### src/rtl/sr_bank_pkg.sv
// Shared definitions for the SR flop bank: S=R=1 resolution modes and the
// per-channel next-state function used by every storage cell.
package sr_bank_pkg;

  typedef enum logic [1:0] {
    SR_MODE_RST_DOM = 2'd0,  // S=R=1 clears the channel
    SR_MODE_SET_DOM = 2'd1,  // S=R=1 sets the channel
    SR_MODE_HOLD    = 2'd2,  // S=R=1 keeps the current value
    SR_MODE_TOGGLE  = 2'd3   // S=R=1 inverts the current value
  } sr_mode_e;

  // Next stored value of one enabled channel given its set/reset requests.
  function automatic logic sr_next(input sr_mode_e mode, input logic q,
                                   input logic s, input logic r);
    logic nq;
    nq = q;
    case ({s, r})
      2'b10:   nq = 1'b1;
      2'b01:   nq = 1'b0;
      2'b11: begin
        case (mode)
          SR_MODE_RST_DOM: nq = 1'b0;
          SR_MODE_SET_DOM: nq = 1'b1;
          SR_MODE_HOLD:    nq = q;
          SR_MODE_TOGGLE:  nq = ~q;
          default:         nq = q;
        endcase
      end
      default: nq = q;
    endcase
    return nq;
  endfunction

endpackage

### src/rtl/sr_cell.sv
// One SR storage channel: a single state flop driving Qa and its complement,
// a registered change strobe and a combinational "enabled conflict" flag for
// the shared flag/counter logic in the top.
// Optional build macro SR_BANK_EDGE_DET_EN: requests become 0->1 transitions
// of S and R instead of levels.
module sr_cell
  import sr_bank_pkg::*;
#(
  parameter int MODE = 0
) (
  input  logic clk,
  input  logic rst,
  input  logic s,
  input  logic r,
  input  logic en,
  output logic qa,
  output logic qb,
  output logic changed,
  output logic hit
);

  localparam sr_mode_e CELL_MODE = sr_mode_e'(MODE[1:0]);

  logic q;
  logic q_next;
  logic s_req;
  logic r_req;

`ifdef SR_BANK_EDGE_DET_EN
  logic s_prev;
  logic r_prev;

  // Track last-cycle S/R every cycle, independent of enable, so a level held
  // across a disabled stretch is not mistaken for a new request.
  always_ff @(posedge clk or posedge rst) begin
    if (rst) begin
      s_prev <= 1'b0;
      r_prev <= 1'b0;
    end else begin
      s_prev <= s;
      r_prev <= r;
    end
  end

  assign s_req = s & ~s_prev;
  assign r_req = r & ~r_prev;
`else
  assign s_req = s;
  assign r_req = r;
`endif

  // Next state: hold when disabled, otherwise resolve the requests.
  always_comb begin
    q_next = q;
    if (en) q_next = sr_next(CELL_MODE, q, s_req, r_req);
  end

  assign hit = en & s_req & r_req;

  // State flop and change strobe; reset acts without a clock edge.
  // NOTE: sequential state uses non-blocking assignments so every flop in the
  // bank samples pre-edge values regardless of block evaluation order.
  always_ff @(posedge clk or posedge rst) begin
    if (rst) begin
      q       <= 1'b0;
      changed <= 1'b0;
    end else begin
      q       <= q_next;
      changed <= q_next ^ q;
    end
  end

  // Qb is derived from the same flop, so Qa and Qb can never agree.
  assign qa = q;
  assign qb = ~q;

endmodule

### src/rtl/sr_flop_bank.sv
// WIDTH-channel clocked SR flag bank with selectable S=R=1 resolution,
// per-channel change strobes, sticky conflict flags and a saturating count
// of cycles in which any enabled channel saw a conflict.
// Optional build macro SR_BANK_EDGE_DET_EN selects edge-triggered requests
// (handled inside each sr_cell).
module sr_flop_bank
  import sr_bank_pkg::*;
#(
  parameter int WIDTH = 8,
  parameter int MODE  = 0,
  parameter int CNT_W = 8
) (
  input  logic             clk,
  input  logic             rst,
  input  logic [WIDTH-1:0] S,
  input  logic [WIDTH-1:0] R,
  input  logic [WIDTH-1:0] Enable,
  input  logic             clr_conflict,
  output logic [WIDTH-1:0] Qa,
  output logic [WIDTH-1:0] Qb,
  output logic [WIDTH-1:0] changed,
  output logic [WIDTH-1:0] conflict,
  output logic [CNT_W-1:0] conflict_cnt
);

  localparam logic [CNT_W-1:0] CNT_MAX = '1;
  localparam logic [CNT_W-1:0] CNT_ONE = CNT_W'(1);

  logic [WIDTH-1:0] hit;
  logic             any_hit;

  for (genvar i = 0; i < WIDTH; i++) begin : g_cell
    sr_cell #(
      .MODE(MODE)
    ) u_cell (
      .clk    (clk),
      .rst    (rst),
      .s      (S[i]),
      .r      (R[i]),
      .en     (Enable[i]),
      .qa     (Qa[i]),
      .qb     (Qb[i]),
      .changed(changed[i]),
      .hit    (hit[i])
    );
  end

  // At most one count per cycle however many channels conflict.
  assign any_hit = |hit;

  // Sticky conflict flags; a conflict in the clearing cycle wins over the clear.
  always_ff @(posedge clk or posedge rst) begin
    if (rst) begin
      conflict <= '0;
    end else if (clr_conflict) begin
      conflict <= hit;
    end else begin
      conflict <= conflict | hit;
    end
  end

  // Saturating conflict-cycle counter; clear reloads 1 if this cycle conflicts.
  always_ff @(posedge clk or posedge rst) begin
    if (rst) begin
      conflict_cnt <= '0;
    end else if (clr_conflict) begin
      conflict_cnt <= any_hit ? CNT_ONE : '0;
    end else if (any_hit && conflict_cnt != CNT_MAX) begin
      conflict_cnt <= conflict_cnt + CNT_ONE;
    end
  end

endmodule

### config.mk
export PLATFORM = sky130hd
export DESIGN_NAME = sr_flop_bank
export DESIGN_NICKNAME = d
export VERILOG_FILES = /design/src/rtl/sr_bank_pkg.sv /design/src/rtl/sr_cell.sv /design/src/rtl/sr_flop_bank.sv
export SDC_FILE = /design/constraint.sdc
export NUM_CORES = 1
export LEC_CHECK = 0
export CELL_PAD_IN_SITES_DETAIL_PLACEMENT = 2
export CELL_PAD_IN_SITES_GLOBAL_PLACEMENT = 2
export CORE_MARGIN = 2
export CORE_UTILIZATION = 24
export DETAILED_ROUTE_END_ITERATION = 6
export GPL_ROUTABILITY_DRIVEN = 0
export PLACE_DENSITY_LB_ADDON = 0.15
export REMOVE_ABC_BUFFERS = 1
export SLEW_MARGIN = 20
export SYNTH_ARGS = -nofsm -noshare
export SYNTH_HDL_FRONTEND = slang
export SYNTH_SLANG_ARGS = --single-unit
### constraint.sdc
create_clock -name clk -period 1.7 [get_ports clk]
set_input_delay 0.34 -clock clk [delete_from_list [all_inputs] [get_ports clk]]
set_output_delay 0.34 -clock clk [all_outputs]
set_load 0.005 [all_outputs]
==> flow_metrics.env <==
export IMPL_synth_edf_count=0
export IMPL_final_min_clock_period_ns=1.67
export IMPL_postRouteAntennaNets=0
export IMPL_pwr_share_comb_pct=25.9
export IMPL_holdBufCountCts=0
export IMPL_grt_overflow=0
export IMPL_hp_class="input pin to flip-flop"
export IMPL_worstSetupStartpointType="input pin"
export IMPL_worstSetupEndpointType="flip-flop"
export IMPL_crit_required_ns=1.90
export IMPL_ir_worst_vdd_v=0.000382
export IMPL_drv_slew=0
export IMPL_syn_instance_count=175
export IMPL_slew_headroom_pct=74.6
export IMPL_total_power_mw=2.15
export IMPL_synth_seq_cells=32
export IMPL_wl_mm=5.35
export IMPL_grt_pass1_wl_mm=8.69
export IMPL_cap_violations=0
export IMPL_setup_viol=0
export IMPL_ys_flop_type="dfrtp_1"
export IMPL_pre_cts_slack_ns=-0.475
export IMPL_nNetsFinal=283
export IMPL_grt_pass1_vias=1752
export IMPL_clkTransAtPathRegs_ns=0.07
export IMPL_htreeDepth=2
export IMPL_async_flop_share_pct=100
export IMPL_rr_worst_depth=5
export IMPL_synth_distinct_cells=28
export IMPL_fin_ws_ns=0.0272
export IMPL_track_usage_pct=15.0
export IMPL_drc=0
export IMPL_cts_root_buffer="clkbuf_8"
export IMPL_cts_made_buffers=5
export IMPL_finalCritPeriodShare_pct=98.4
export IMPL_die_w_um=86.0
export IMPL_fin_util_pct=40.8
export IMPL_dp_cells=322
export IMPL_fillers=698
export IMPL_syn_to_final_growth_pct=62.0
export IMPL_ys_warn_count=0
export IMPL_worst_slew_pin_slew_ns=0.380
export IMPL_syn_area_per_cell_um2=9.23
export IMPL_p_sw_share_pct=26.2
export IMPL_pin_count=67
export IMPL_critPathArrivalTime_ns=1.87
export IMPL_ys_seq_area_share_pct=49.6
export IMPL_clk_insertion_delay_late_ns=0.28
export IMPL_clock_sinks=32
export IMPL_coreArea_mm2=0.00642
export IMPL_drive_above_1_share_pct=22.7
export IMPL_status="finished clean"
export IMPL_syn_area_mm2=0.00162
export IMPL_io_buffers=66
export IMPL_antenna_found_initial=0
export IMPL_final_hold_violation_count=0
export IMPL_clk_path_buf_depth=2
export IMPL_grt_start_max_net_pins=33
export IMPL_die_area_mm2=0.00740
export IMPL_crit_type="input pin to flip-flop"
export IMPL_dpl_hpwl_mm=4.10
export IMPL_max_freq_mhz=598
export IMPL_rows=29
export IMPL_instances_no_fill=333
export IMPL_cts_tree="done"
export IMPL_chipHeight_um=86.0
export IMPL_initial_core_util_pct=25.2
export IMPL_diodes=0
export IMPL_power_frac_clock_pct=33.1
export IMPL_finClkSkew_ns=0.00831
export IMPL_hold_path_depth=2
export IMPL_p_switching_mw=0.565
export IMPL_crit_fanout=6
export IMPL_via_count=1537
export IMPL_p_per_area_mw_per_mm2=823
export IMPL_total_leakage_power_nw=1.14
export IMPL_rsz0062_at_grt="true"
export IMPL_seqPwrFrac_pct=41.0
export IMPL_first_pass_iters=4
export IMPL_internal_power_mw=1.59
export IMPL_drt_iter0_drc=38
export IMPL_avgRoutedWirePerCell_um=16.1
export IMPL_vias_per_cell=4.62
-- cells in the mapped netlist (2+ instances only) --
| cell | number | area, µm² |
|---|---|---|
| nor2_1 | 9 | 33.8 |
| o21ai_0 | 13 | 65.1 |
| or3_2 | 2 | 15.0 |
| dfrtp_1 | 32 | 801 |
| inv_1 | 19 | 71.3 |
| nand4_2 | 2 | 25.0 |
| a21oi_1 | 20 | 100 |
| nand2_1 | 17 | 63.8 |
| buf_4 | 24 | 180 |
| or3_1 | 2 | 12.5 |
| nand4_1 | 2 | 12.5 |
| nand3_1 | 10 | 50.1 |
| a21boi_0 | 8 | 60.1 |
-- path summary, 6_finish.rpt --
kind / to / slack, ns / from
max in group asynchronous: conflict_cnt[3] / 1.11 / rst
hold / removal: g_cell[0].u_cell.qa / 0.36 / R[0]
setup reg to reg: conflict_cnt[4] / 0.04 / conflict_cnt[4]
min in group asynchronous: g_cell[4].u_cell.changed / 0.40 / rst
setup / recovery: conflict_cnt[4] / 0.03 / R[7]
hold reg to reg: conflict[5] / 0.53 / conflict[5]
-- final cells by class --
cell class	count	area (µm²)	area share, %
well taps	77	96.3	3.68
repair buffers	98	916	35.0
inverters	19	71.3	2.72
clock inverters	2	35.0	1.34
multi-input cells	99	624	23.9
flip-flops and latches	32	802	30.6
clock buffers	6	72.6	2.77
-- registers in the layout, summed over array words and instances (netlist names) --
signal	cells
g_cell.u_cell.qa	8
g_cell.u_cell.changed	8
conflict_cnt	8
conflict	8
-- kinds of logic (layout without fill, tap and decap cells) --
| group | count (synthesis) | in the layout | synth area share (%) |
|---|---|---|---|
| mux | 1 | 1 | 0.620 |
| buf+inv | 45 | 125 | 16.5 |
| simple gates | 49 | 49 | 15.3 |
| compound gates | 47 | 48 | 17.2 |
| flops | 32 | 32 | 49.6 |
| fa+ha+maj | 1 | 1 | 0.774 |
-- worst max-delay path, cell delays in order --
cell             delay, ns
clkdlybuf4s50_1       0.49
nand3_1               0.15
nand4_4               0.17
o21ai_4               0.10
or3_2                 0.48
a21oi_2               0.15
-- power groups by stage --
stage                     Clock [mW]  Combinational, mW  Sequential (mW)
after CTS                      0.751              0.554            0.883
after floorplan                    0              0.129            0.900
after global placement             0              0.504            0.889
after detailed placement           0              0.534            0.897
final                          0.714              0.558            0.882
after global routing           0.783              0.614            0.894
-- timing repair --
item / CTS / global route
gates resized for setup: 11 / 6
pin swaps: 2 / 4
setup endpoints to repair: 5 / 7
gates cloned: 0 / 1
setup buffers: 1 / 1
-- routing by layer --
metal | share of wire (%) | GRT usage [%] | wire length, µm
met1 | 38 | 16.1 | 2050
met3 | 4.5 | 3.08 | 243
met5 | 0 | 0 | 0
met4 | 0.58 | 3.46 | 31
met2 | 57 | 29.6 | 3030
-- metrics by stage --
stage / hold WS, ns / setup TNS, ns / instance area (µm²)
3_5_place_dp: 0.517 / -2.72 / 2410
5_1_grt: 0.390 / -0.0271 / 2620
3_3_place_gp: 0.509 / -1.98 / 2410
6_report: 0.364 / 0 / 2620
4_1_cts: 0.412 / 0 / 2580
2_1_floorplan: 0.403 / 0 / 1420
-- layout by cell type, fill, tap and decap left out, types with 5 or more instances in the layout --
cell type,count
o21ai_0,13
buf_4,31
nand3_2,6
clkbuf_8,5
nor2_1,9
a21oi_1,19
a21boi_0,8
clkdlybuf4s50_1,62
dfrtp_1,31
inv_1,19
nand2_1,17
(Power assumes the default switching activity.)
